File: config.mk
export PLATFORM = sky130hd
export DESIGN_NAME = batch_img_seq
export DESIGN_NICKNAME = d
export VERILOG_FILES = /design/src/rtl/cnn_pkg.sv /design/src/rtl/stride_base_acc.sv /design/src/rtl/batch_img_seq.sv
export SDC_FILE = /design/constraint.sdc
export NUM_CORES = 1
export LEC_CHECK = 0
export BUFFER_PORTS_ARGS = -buffer_cell sky130_fd_sc_hd__buf_2
export CORE_UTILIZATION = 25
export DETAILED_ROUTE_END_ITERATION = 10
export PLACE_DENSITY = 0.46
export REMOVE_ABC_BUFFERS = 1
export SYNTH_ARGS = -nofsm -noshare
export SYNTH_HDL_FRONTEND = slang
export SYNTH_SLANG_ARGS = --single-unit
File: constraint.sdc
create_clock -name clk -period 5.7 [get_ports clk]
set_input_delay 1.14 -clock clk [delete_from_list [all_inputs] [get_ports clk]]
set_output_delay 1.14 -clock clk [all_outputs]
set_load 0.02 [all_outputs]
File: src/rtl/cnn_pkg.sv
// Shared constants and FSM encoding for the batch CNN sequencer.
// Latency: n/a (declarations only).
// Backpressure: n/a.
package cnn_pkg;

  localparam int MAX_IMG    = 250;    // images held by the batch memories
  localparam int IMG_STRIDE = 28*28;  // input pixels per image
  localparam int OUT_STRIDE = 10;     // output logits per image (classes)

  typedef enum logic [1:0] {
    ST_IDLE   = 2'd0,
    ST_LAUNCH = 2'd1,
    ST_WAIT   = 2'd2
  } state_t;

endpackage

File: src/rtl/stride_base_acc.sv
// Per-address-space base register: load start*STRIDE, then add STRIDE per step.
// Latency: base valid the cycle after load/step.
// Backpressure: none; load takes priority over step.
module stride_base_acc #(
  parameter int STRIDE = 784,
  parameter int IDX_W  = 8,
  parameter int BW     = 18
) (
  input  logic             clk,
  input  logic             resetn,
  input  logic             load,
  input  logic [IDX_W-1:0] load_idx,
  input  logic             step,
  output logic [BW-1:0]    base
);

  localparam logic [BW-1:0] STRIDE_V = BW'(STRIDE);

  // Constant-coefficient product only at load; per-image advance is a plain add.
  always_ff @(posedge clk or negedge resetn) begin
    if (!resetn) begin
      base <= '0;
    end else if (load) begin
      base <= BW'(load_idx) * STRIDE_V;
    end else if (step) begin
      base <= base + STRIDE_V;
    end
  end

endmodule

File: src/rtl/batch_img_seq.sv
// Batch sequencer: launches one pipeline inference per image of a window, offsets local addresses.
// Latency: outer_start->inner_start 2 cycles; inner_done->next inner_start 2; inner_done->outer_done 1.
// Backpressure: outer_start ignored while busy; inner_done honoured only in WAIT; abort wins.
module batch_img_seq
  import cnn_pkg::*;
#(
  parameter int MAX_IMG_P    = cnn_pkg::MAX_IMG,
  parameter int IMG_STRIDE_P = cnn_pkg::IMG_STRIDE,
  parameter int OUT_STRIDE_P = cnn_pkg::OUT_STRIDE,
  parameter int IN_AW        = 10,
  parameter int OUT_AW       = 4,
  parameter int IDX_W        = $clog2(MAX_IMG_P + 1),
  parameter int IMG_BW       = $clog2(MAX_IMG_P * IMG_STRIDE_P),
  parameter int OUT_BW       = $clog2(MAX_IMG_P * OUT_STRIDE_P)
) (
  input  logic              clk,
  input  logic              resetn,
  input  logic              outer_start,
  input  logic [IDX_W-1:0]  start_img,
  input  logic [IDX_W-1:0]  img_count,
  input  logic              abort,
  input  logic              inner_done,
  input  logic [IN_AW-1:0]  c1_imem_addrb,
  input  logic [OUT_AW-1:0] fc_omem_addra,
  output logic              inner_start,
  output logic              outer_done,
  output logic              aborted,
  output logic              cfg_err,
  output logic              busy,
  output logic [IDX_W-1:0]  img_idx,
  output logic [IMG_BW-1:0] c1_imem_addrb_cnted,
  output logic [OUT_BW-1:0] fc_omem_addra_cnted
);

  localparam logic [IDX_W:0]   MAX_V = (IDX_W+1)'(MAX_IMG_P);
  localparam logic [IDX_W-1:0] ONE_V = IDX_W'(1);

  state_t             state;
  logic [IDX_W-1:0]   remaining;
  logic [IDX_W:0]     end_idx;
  logic               start_ok;
  logic               base_load;
  logic               base_step;
  logic [IMG_BW-1:0]  in_base;
  logic [OUT_BW-1:0]  out_base;

  // One extra bit so start+count cannot wrap before the capacity compare.
  assign end_idx  = {1'b0, start_img} + {1'b0, img_count};
  assign start_ok = (img_count != '0) && (end_idx <= MAX_V);

  assign base_load = (state == ST_IDLE) && outer_start && start_ok;
  assign base_step = (state == ST_WAIT) && !abort && inner_done && (remaining != ONE_V);

  assign busy = (state != ST_IDLE);

  // Sequencer FSM with registered single-cycle status pulses.
  always_ff @(posedge clk or negedge resetn) begin
    if (!resetn) begin
      state       <= ST_IDLE;
      remaining   <= '0;
      img_idx     <= '0;
      inner_start <= 1'b0;
      outer_done  <= 1'b0;
      aborted     <= 1'b0;
      cfg_err     <= 1'b0;
    end else begin
      inner_start <= 1'b0;
      outer_done  <= 1'b0;
      aborted     <= 1'b0;
      cfg_err     <= 1'b0;
      case (state)
        ST_IDLE: begin
          if (outer_start) begin
            if (start_ok) begin
              state     <= ST_LAUNCH;
              remaining <= img_count;
              img_idx   <= start_img;
            end else begin
              cfg_err <= 1'b1;
            end
          end
        end
        ST_LAUNCH: begin
          if (abort) begin
            state   <= ST_IDLE;
            aborted <= 1'b1;
          end else begin
            state       <= ST_WAIT;
            inner_start <= 1'b1;
          end
        end
        ST_WAIT: begin
          if (abort) begin
            state   <= ST_IDLE;
            aborted <= 1'b1;
          end else if (inner_done) begin
            if (remaining == ONE_V) begin
              state      <= ST_IDLE;
              outer_done <= 1'b1;
            end else begin
              state     <= ST_LAUNCH;
              remaining <= remaining - ONE_V;
              img_idx   <= img_idx + ONE_V;
            end
          end
        end
        default: state <= ST_IDLE;
      endcase
    end
  end

  stride_base_acc #(
    .STRIDE (IMG_STRIDE_P),
    .IDX_W  (IDX_W),
    .BW     (IMG_BW)
  ) u_in_base (
    .clk      (clk),
    .resetn   (resetn),
    .load     (base_load),
    .load_idx (start_img),
    .step     (base_step),
    .base     (in_base)
  );

  stride_base_acc #(
    .STRIDE (OUT_STRIDE_P),
    .IDX_W  (IDX_W),
    .BW     (OUT_BW)
  ) u_out_base (
    .clk      (clk),
    .resetn   (resetn),
    .load     (base_load),
    .load_idx (start_img),
    .step     (base_step),
    .base     (out_base)
  );

  // Local addresses are offset into the batch memories; results wrap at the output width.
  assign c1_imem_addrb_cnted = in_base + IMG_BW'(c1_imem_addrb);
  assign fc_omem_addra_cnted = out_base + OUT_BW'(fc_omem_addra);

endmodule

==> run_results.csv, run 1 <==
group,metric,value,unit
run_status,outcome,"finished clean",
timing,clock_skew,5.01,ps
die,initial_utilization,25.8,%
cts,insertion_delay,300,ps
worst_setup_path,crit_cells,10,
worst_setup_path,cp.required,4560,ps
layout,nNetsFinal,642,
die,io_pins,78,
cts,h-tree-depth,2,
detailed_routing,drt_iter0_drc,177,
layout,drive_gt1_share,18.4,%
yosys,synth_cells,479,
worst_setup_path,slowest_stage,"a21oi_1",
layout,diodes,0,
power,p_leak,2.43,nW
detailed_routing,via_count,3649,
layout,stdcell_count,762,
die,fp.coreArea,0.0174,mm^2
yosys,ys_warn_count,0,
detailed_routing,avgViaCountPerCell,4.79,
yosys,synthFlopType,"dfrtp_1",
place,place_area,0.00502,mm^2
power,power_density,455,mW/mm^2
worst_setup_path,reg2reg_slack,2170,ps
timing,slew_headroom,41.9,%
detailed_routing,wl,11000,um
place,placed_cells,754,
layout,area_growth,15.3,%
cts,cts_inserted_buffers,5,
global_routing,antenna_found_initial,0,
worst_setup_path,reg2reg_to,"remaining[5]$_DFFE_PN0P_",
cts,max-clock-path-buffers,2,
yosys,synth.distinct_cells,57,
cts,hold_buffers,0,
worst_setup_path,endpoint_kind,"output pin",
yosys,avgSynthCellArea,9.39,um^2
worst_setup_path,crit_buf_inv,2,
worst_setup_path,cp_cell_sequence,"buf_2 > ha_1 > a21oi_1 > o21bai_1 > a21oi_1 > o21bai_1 > a21oi_1 > nor3_1 > xor2_1 > buf_2",
timing,whs,508,ps
die,die_h,136,um
yosys,synth_edf_count,0,
place,dp_hpwl,8550,um
cts,cts_resized,0,
place,preCtsSetupSlack,1230,ps
detailed_routing,wl_per_cell,14.4,um
detailed_routing,wl_met2,5170,um
global_routing,grt_pass1_wl,18600,um
layout,finish.instance_area,0.00518,mm^2
worst_setup_path,crit_type,"in2out",
yosys,seq_area_frac_synth,26.2,%
timing,finalSetupTns,0,ps
die,die_area,0.0185,mm^2
place,port_buffers,67,
cts,post_cts_buffers,0,
timing,hold_viol,0,
yosys,yosysTopAreaCell,"dfrtp_1",
die,num_rows,48,
worst_setup_path,worst_ep_arrival_time,3280,ps
place,gp_congestion,0.842,
worst_setup_path,critical_path.max_stage_delay,500,ps
timing,max_freq,226,MHz
cts,clock-root-buffer,"clkbuf_16",
hold_path,hold_path.class,"reg2reg",
global_routing,grt_overflow,0,
worst_setup_path,cp-endpoint,"c1_imem_addrb_cnted[17]",
layout,layout_common_cells,"67 x buf_2, 66 x ha_1, 47 x dfrtp_1",
detailed_routing,wl_met1,5160,um
detailed_routing,wl_met3,429,um
yosys,synth_seq_cells,47,
global_routing,grt_max_degree,48,
detailed_routing,drc_errors,0,
layout,fillers,1856,
timing,rsz0062_at_grt,"no",
timing,fin_ws,1280,ps
timing,fin_crit_sh,77.6,%
timing,drv_slew,0,
run,maxCapViolCount,0,
worst_setup_path,crit_path_frequent_cell,"a21oi_1",
worst_setup_path,worstSetupStartpoint,"c1_imem_addrb[5]",
worst_setup_path,rr_worst_depth,6,
timing,period_needed,4420,ps
worst_setup_path,rr_startpoint,"remaining[2]$_DFFE_PN0P_",
timing,setup_viol,0,
cts,clk_pin_slew_worst_paths,60,ps
cts,cts.sinks,47,
yosys,async_reset_ff_share,100,%
detailed_routing,ant_nets,0,
worst_setup_path,startpoint_type,"primary input",
global_routing,grt_pass1_vias,3811,
worst_setup_path,critPathMaxFanout,8,
cts,cts_tree,"yes",
detailed_routing,dr.pass1.iters,4,
timing,worst_pin_slew,870,ps
power,vdd_drop_max,0.000232,V
global_routing,grt_usage,12.9,%
yosys,syn_area,0.00450,mm^2
yosys,yosys-top-cells-area,"dfrtp_1 26%, ha_1 18%, xnor2_1 6.4%, xor2_1 5.3%, mux2i_1 4.5%",
die,die-width,136,um
worst_setup_path,path_delay_family,"compound AO/OA/AOI/OAI gates",
yosys,synth_top_area_share,26.2,%
detailed_routing,highest_layer,"met4",
layout,final_common_cell,"buf_2",
==> sequential cells by signal, summed over array words and instances (netlist names) <==
| signal | cells |
|---|---|
| u_in_base.base | 14 |
| aborted | 1 |
| outer_done | 1 |
| cfg_err | 1 |
| remaining | 8 |
| inner_start | 1 |
| img_idx | 8 |
| state | 2 |
| u_out_base.base | 11 |
==> where the power goes <==
part / switching, mW / internal (mW) / total, mW
Clock: 0.129 / 0.187 / 0.316
Combinational: 0.783 / 0.572 / 1.35
Sequential: 0.194 / 0.495 / 0.689
==> cell families after synthesis <==
kind of cell | synth area share (%)
simple gates | 14.6
xor+xnor | 11.7
buf+inv | 5.04
fa+ha+maj | 20.6
flops | 26.2
mux | 7.96
compound gates | 13.9
==> layout make-up <==
| class | count | area, um^2 | share of cell area [%] |
|---|---|---|---|
| inverter | 33 | 124 | 2.39 |
| tap | 225 | 282 | 5.43 |
| timing repair buffer | 69 | 350 | 6.76 |
| clock buffer | 8 | 156 | 3.02 |
| multi-input combinational | 380 | 3090 | 59.7 |
| sequential | 47 | 1180 | 22.7 |
==> cells in the mapped netlist, types with 3 or more instances <==
library cell and instances:
a31oi_1 4, a21o_1 7, mux2_1 3, inv_1 33, dfrtp_1 47, buf_4 7
nand2_1 26, o41ai_1 4, a21oi_1 22, a221oi_1 4, o22a_1 3, nand3_1 5
clkbuf_1 7, nor3_1 16, nand2b_1 5, fa_1 5, nand4_1 5, mux2i_1 20
nor4_1 11, and3_1 4, nor2b_1 6, xor2_1 27, or3_1 3, o21bai_1 6
nor2_1 40, buf_2 4, xnor2_1 33, o21ai_0 9, ha_1 66, mux2_2 11
==> how the worst min path moves through the flow <==
stage,cells after the start,end,startpoint,slack [ps]
2_1_floorplan,2,remaining[5]$_DFFE_PN0P_,remaining[5]$_DFFE_PN0P_,460
3_3_place_gp,2,remaining[5]$_DFFE_PN0P_,remaining[5]$_DFFE_PN0P_,490
3_5_place_dp,2,remaining[5]$_DFFE_PN0P_,remaining[5]$_DFFE_PN0P_,490
4_1_cts,1,remaining[7]$_DFFE_PN0P_,remaining[7]$_DFFE_PN0P_,510
5_1_grt,1,remaining[7]$_DFFE_PN0P_,remaining[7]$_DFFE_PN0P_,550
6_report,1,remaining[7]$_DFFE_PN0P_,remaining[7]$_DFFE_PN0P_,510
==> routing by layer <==
metal	up-vias	track usage (%)
met5	-	0
met3	14	2.80
met1	1762	16.5
li1	1813	-
met4	0	4.07
met2	60	21.5
==> through the flow <==
step                power, mW  util (%)
detailed placement       2.07      28.9
global route             2.58      29.7
CTS                      2.41      29.7
global placement         2.04      28.9
finish                   2.36      29.7
floorplan                1.66         -
Power figures use the tool's default switching activity.
==> inputs of run 2 (changes only) <==
- ABC_AREA: not set -> 1
- PLACE_DENSITY: 0.46 -> 0.47
- clock period: 5.7 -> 3.92 ns (I/O delays scaled with it)
==> run_results.csv, run 2 <==
group,metric,value,unit
run_status,outcome,"finished clean",
cts,cts.sinks,47,
global_routing,grt_pass1_vias,4114,
place,gp_congestion,0.771,
yosys,synthFlopType,"dfrtp_1",
yosys,synth.distinct_cells,42,
cts,h-tree-depth,2,
worst_setup_path,path_delay_family,"simple AND/OR/NAND/NOR gates",
global_routing,grt_pass1_wl,20500,um
yosys,yosysTopAreaCell,"dfrtp_1",
cts,hold_buffers,0,
detailed_routing,via_count,4267,
worst_setup_path,startpoint_type,"primary input",
layout,drive_gt1_share,16.0,%
worst_setup_path,slowest_stage,"ha_1",
layout,top_regs,"u_in_base.base (14), u_out_base.base (11)",
cts,max-clock-path-buffers,2,
timing,rsz0062_at_grt,"no",
cts,clk_pin_slew_worst_paths,80,ps
layout,largest_reg_flops,14,
layout,layout_common_cells,"192 x nand2_1, 85 x inv_1, 67 x buf_2",
yosys,synth_seq_cells,47,
yosys,ys_warn_count,0,
die,num_rows,51,
layout,stdcell_count,1008,
yosys,seq_area_frac_synth,23.6,%
worst_setup_path,crit_path_frequent_cell,"nand2_1",
worst_setup_path,endpoint_kind,"output pin",
cts,insertion_delay,310,ps
power,vdd_drop_max,0.000288,V
timing,whs,516,ps
layout,largest-register,"u_in_base.base",
yosys,yosys-top-cells-area,"dfrtp_1 24%, ha_1 17%, nand2_1 14%, xor2_1 6.8%, inv_1 6.4%",
timing,slew_headroom,34.0,%
worst_setup_path,critical_path.max_stage_delay,290,ps
layout,final_common_cell,"nand2_1",
cts,post_cts_buffers,0,
timing,clock_skew,11.6,ps
detailed_routing,drc_errors,0,
cts,cts_resized,0,
detailed_routing,dr.pass1.iters,4,
global_routing,grt_usage,12.8,%
timing,worst_pin_slew,989,ps
cts,clock-root-buffer,"clkbuf_16",
global_routing,antenna_found_initial,0,
worst_setup_path,critPathMaxFanout,4,
die,initial_utilization,25.6,%
layout,nNetsFinal,848,
yosys,synthTopCellsByCount,"192 x nand2_1, 85 x inv_1, 66 x ha_1",
worst_setup_path,worst_ep_arrival_time,2560,ps
detailed_routing,wl_per_cell,12.2,um
yosys,synth_cells,685,
timing,fin_crit_sh,85.3,%
global_routing,grt_overflow,0,
hold_path,hold_path.class,"reg2reg",
die,die_area,0.0205,mm^2
layout,finish.instance_area,0.00569,mm^2
detailed_routing,drt_iter0_drc,145,
timing,finalSetupTns,0,ps
place,port_buffers,67,
layout,area_growth,14.1,%
place,dp_hpwl,9900,um
power,power_density,650,mW/mm^2
worst_setup_path,cp.required,3140,ps
yosys,avgSynthCellArea,7.28,um^2
worst_setup_path,crit_type,"in2out",
cts,cts_tree,"yes",
yosys,async_reset_ff_share,100,%
layout,diodes,0,
timing,max_freq,299,MHz
yosys,synth_edf_count,0,
timing,hold_viol,0,
power,finalPower,3.70,mW
yosys,yosysMostFrequentCell,"nand2_1",
power,p_leak,3.05,nW
detailed_routing,wl,12300,um
place,place_area,0.00554,mm^2
timing,setup_viol,0,
detailed_routing,avgViaCountPerCell,4.23,
worst_setup_path,crit_buf_inv,2,
die,io_pins,78,
place,placed_cells,1000,
yosys,syn_area,0.00499,mm^2
run,maxCapViolCount,0,
cts,cts_inserted_buffers,5,
die,die-width,143,um
worst_setup_path,cp_cell_sequence,"buf_2 > ha_1 > nand2_1 > nand2_1 > nand2_1 > nand2_1 > nand2_1 > nand2_1 > nand2_1 > nand2_1 > nand2_1 > nand2_1 > nand2_1 > nor2_1 > xor2_1 > buf_2",
timing,period_needed,3340,ps
yosys,synth_top_area_share,23.6,%
die,die_h,143,um
die,fp.coreArea,0.0195,mm^2
timing,drv_slew,0,
detailed_routing,ant_nets,0,
global_routing,grt_max_degree,42,
run 2: cell count changes after synthesis, sizes merged, moves of 16 or more:
cell / change
mux2i: -16
inv: +55
nand2: +176
xnor2: -16
nand3: +31
o21ai: +38
run 2: final timing paths:
check,cells after the start,to,slack (ps),startpoint
max,16,c1_imem_addrb_cnted[15],580,c1_imem_addrb[5]
min in group asynchronous,1,remaining[1]$_DFFE_PN0P_,620,resetn
max in group asynchronous,2,img_idx[3]$_DFFE_PN0P_,2620,resetn
min,2,remaining[1]$_DFFE_PN0P_,520,remaining[1]$_DFFE_PN0P_
min reg2reg,2,remaining[1]$_DFFE_PN0P_,520,remaining[1]$_DFFE_PN0P_
max reg2reg,14,u_in_base.base[7]$_DFFE_PN0P_,1400,state[0]$_DFFE_PN0P_
run 2: area by class of cell:
| class | count | area (um^2) |
|---|---|---|
| Fill cell | 2193 | 13800 |
| Timing Repair Buffer | 73 | 380 |
| Clock buffer | 5 | 125 |
| Multi-Input combinational cell | 527 | 3330 |
| Tap cell | 265 | 332 |
| Sequential cell | 47 | 1180 |
| Clock inverter | 3 | 23.8 |
| Inverter | 88 | 330 |
run 2: logic make-up after synthesis:
| family | count (synthesis) | synth area share [%] |
|---|---|---|
| XOR/XNOR | 56 | 9.83 |
| adder cells (fa/ha/maj) | 71 | 18.6 |
| flip-flops | 47 | 23.6 |
| AO/OA/AOI/OAI | 88 | 11.1 |
| multiplexers | 4 | 0.802 |
| buffers and inverters | 111 | 9.78 |
| AND/OR/NAND/NOR | 308 | 26.3 |
run 2: stage by stage:
stage                     util [%]  setup WS, ps
final                         29.2           577
after global routing          29.2           287
after global placement        28.4           431
after floorplan                  -           764
after CTS                     29.2           530
after detailed placement      28.4           413
run 2: worst reg2reg max path, delay by kind of cell (launching register included):
| family | cells | cell delay [ps] |
|---|---|---|
| AOI/OAI and AO/OA | 1 | 70 |
| buffers and inverters | 6 | 990 |
| xor gates and xnor gates | 1 | 180 |
| and+or+nand+nor | 5 | 610 |
| DFF | 1 | 410 |
| adders and majority gates | 1 | 150 |
run 2: layer usage:
metal / up-vias / GRT usage (%) / routed length [um]
li1: 2309 / - / -
met1: 1892 / 17.8 / 6360
met2: 58 / 20.6 / 5410
met3: 8 / 2.18 / 416
met4: 0 / 2.52 / 105
met5: - / 0 / 0
run 2: where the power goes:
group | total (mW) | internal, mW | switching (mW)
clock network | 0.447 | 0.239 | 0.208
registers | 1.02 | 0.713 | 0.306
logic | 2.23 | 0.846 | 1.39
total | 3.70 | 1.80 | 1.90
==> inputs of run 3 (changes only) <==
- CELL_PAD_IN_SITES_DETAIL_PLACEMENT: not set -> 1
- CELL_PAD_IN_SITES_GLOBAL_PLACEMENT: not set -> 1
- PLACE_DENSITY: 0.47 -> 0.59
==> run_results.csv, run 3 (synthesis gave the netlist of run 2 again) <==
group,metric,value,unit
cts,cts_resized,0,
timing,finalSetupTns,0,ps
timing,clock_skew,5.76,ps
cts,max-clock-path-buffers,2,
cts,insertion_delay,300,ps
worst_setup_path,crit_cells,17,
worst_setup_path,rr_startpoint,"state[0]$_DFFE_PN0P_",
global_routing,grt_pass1_vias,4390,
layout,finish.instance_area,0.00569,mm^2
global_routing,grt_max_degree,32,
cts,clock-root-buffer,"clkbuf_16",
place,port_buffers,67,
cts,hold_buffers,0,
cts,cts_tree,"yes",
global_routing,grt_pass1_wl,22400,um
power,p_leak,3.06,nW
die,num_rows,51,
worst_setup_path,crit_buf_inv,3,
timing,rsz0062_at_grt,"no",
place,place_area,0.00554,mm^2
global_routing,antenna_found_initial,0,
die,die-width,143,um
die,die_area,0.0205,mm^2
layout,top_regs,"u_in_base.base (14), u_out_base.base (11)",
worst_setup_path,startpoint_type,"primary input",
detailed_routing,wl_per_cell,13.5,um
die,die_h,143,um
timing,fin_crit_sh,85.7,%
power,power_density,661,mW/mm^2
worst_setup_path,worstSetupStartpoint,"c1_imem_addrb[5]",
worst_setup_path,cp_cell_sequence,"buf_2 > ha_1 > nand2_1 > nand2_1 > nand2_1 > nand2_1 > nand2_1 > nand2_1 > nand2_1 > nand2_1 > nand2_1 > nand2_1 > nand2_1 > inv_1 > a21oi_1 > nor2_1 > buf_2",
layout,nNetsFinal,848,
timing,slew_headroom,57.5,%
worst_setup_path,critPathMaxFanout,4,
detailed_routing,drc_errors,0,
global_routing,grt_usage,14.0,%
worst_setup_path,path_delay_family,"simple AND/OR/NAND/NOR gates",
detailed_routing,avgViaCountPerCell,4.38,
cts,h-tree-depth,2,
worst_setup_path,cp.required,3140,ps
detailed_routing,wl,13600,um
layout,drive_gt1_share,15.9,%
die,initial_utilization,25.6,%
run_status,outcome,"finished clean",
cts,cts_inserted_buffers,5,
run,maxCapViolCount,0,
timing,period_needed,3360,ps
global_routing,grt_overflow,0,
die,fp.coreArea,0.0195,mm^2
hold_path,hold_path.class,"in2async",
detailed_routing,via_count,4413,
die,io_pins,78,
worst_setup_path,crit_type,"in2out",
layout,area_growth,14.0,%
worst_setup_path,rr_worst_depth,14,
place,dp_hpwl,11100,um
timing,worst_pin_slew,638,ps
worst_setup_path,endpoint_kind,"output pin",
power,vdd_drop_max,0.000266,V
layout,largest_reg_flops,14,
worst_setup_path,critical_path.max_stage_delay,290,ps
layout,largest-register,"u_in_base.base",
layout,final_common_cell,"nand2_1",
timing,hold_viol,0,
timing,setup_viol,0,
detailed_routing,dr.pass1.iters,4,
layout,layout_common_cells,"192 x nand2_1, 85 x inv_1, 67 x buf_2",
layout,diodes,0,
detailed_routing,ant_nets,0,
detailed_routing,drt_iter0_drc,139,
place,gp_congestion,0.794,
cts,cts.sinks,47,
worst_setup_path,worst_ep_arrival_time,2570,ps
worst_setup_path,slowest_stage,"ha_1",
worst_setup_path,crit_path_frequent_cell,"nand2_1",
timing,drv_slew,0,
timing,max_freq,298,MHz
cts,post_cts_buffers,0,
cts,clk_pin_slew_worst_paths,60,ps
run 3: changes by cell type in the layout (fill, tap and decap cells not counted), sizes merged:
cell	previous run	this run
clkinv	0	1
inv	89	88
clkbuf	5	6
clkinvlp	2	0
run 3: worst paths after layout:
| path | endpoint | slack (ps) |
|---|---|---|
| worst max-delay path | c1_imem_addrb_cnted[13] | 560 |
| worst min-delay path | u_out_base.base[8]$_DFFE_PN0P_ | 510 |
| worst max register to register | u_in_base.base[7]$_DFFE_PN0P_ | 1310 |
| worst min register to register | remaining[1]$_DFFE_PN0P_ | 520 |
| max in group asynchronous | img_idx[3]$_DFFE_PN0P_ | 2660 |
| min in group clk | remaining[1]$_DFFE_PN0P_ | 520 |
run 3: final cells by class:
type / instances / area (um^2)
fillers: 2476 / 13800
clock inverters: 1 / 5.00
repair buffers: 73 / 380
inverters: 88 / 330
flip-flops and latches: 47 / 1180
multi-input cells: 527 / 3330
well taps: 265 / 332
clock buffers: 6 / 139
run 3: where the power goes:
part	internal, mW	switching [mW]
Clock	0.250	0.191
Combinational	0.852	1.43
Sequential	0.714	0.320
run 3: worst register-to-register path, cell delays in order (launching register included):
cell     delay, ps
dfrtp_1        410
inv_1           90
ha_1           140
buf_4          210
inv_2          190
nor2_2         190
nand2_1        100
nor2_2         110
buf_4          230
inv_1          260
nor2_1         190
xor2_1         160
nand2_1         90
o21ai_1         90
inv_1           50
run 3: per-stage QoR:
stage / util [%] / setup WS [ps] / total power [mW] / hold slack, ps / instances
final: 29.1 / 562 / 3.76 / 505 / 1007
after global routing: 29.1 / 301 / 4.15 / 546 / 1007
after CTS: 29.1 / 522 / 3.83 / 521 / 1007
after detailed placement: 28.4 / 435 / 3.36 / 504 / 1000
after global placement: 28.4 / 455 / 3.34 / 503 / 1000
after floorplan: - / 764 / 2.66 / 471 / 662
run 3: per-layer routing:
layer / share of wire (%) / GRT usage, % / wire length [um]
met2: 44 / 23.0 / 6020
met4: 0.84 / 2.86 / 115
met1: 52 / 19.4 / 7120
met5: 0 / 0 / 0
met3: 2.7 / 1.98 / 365
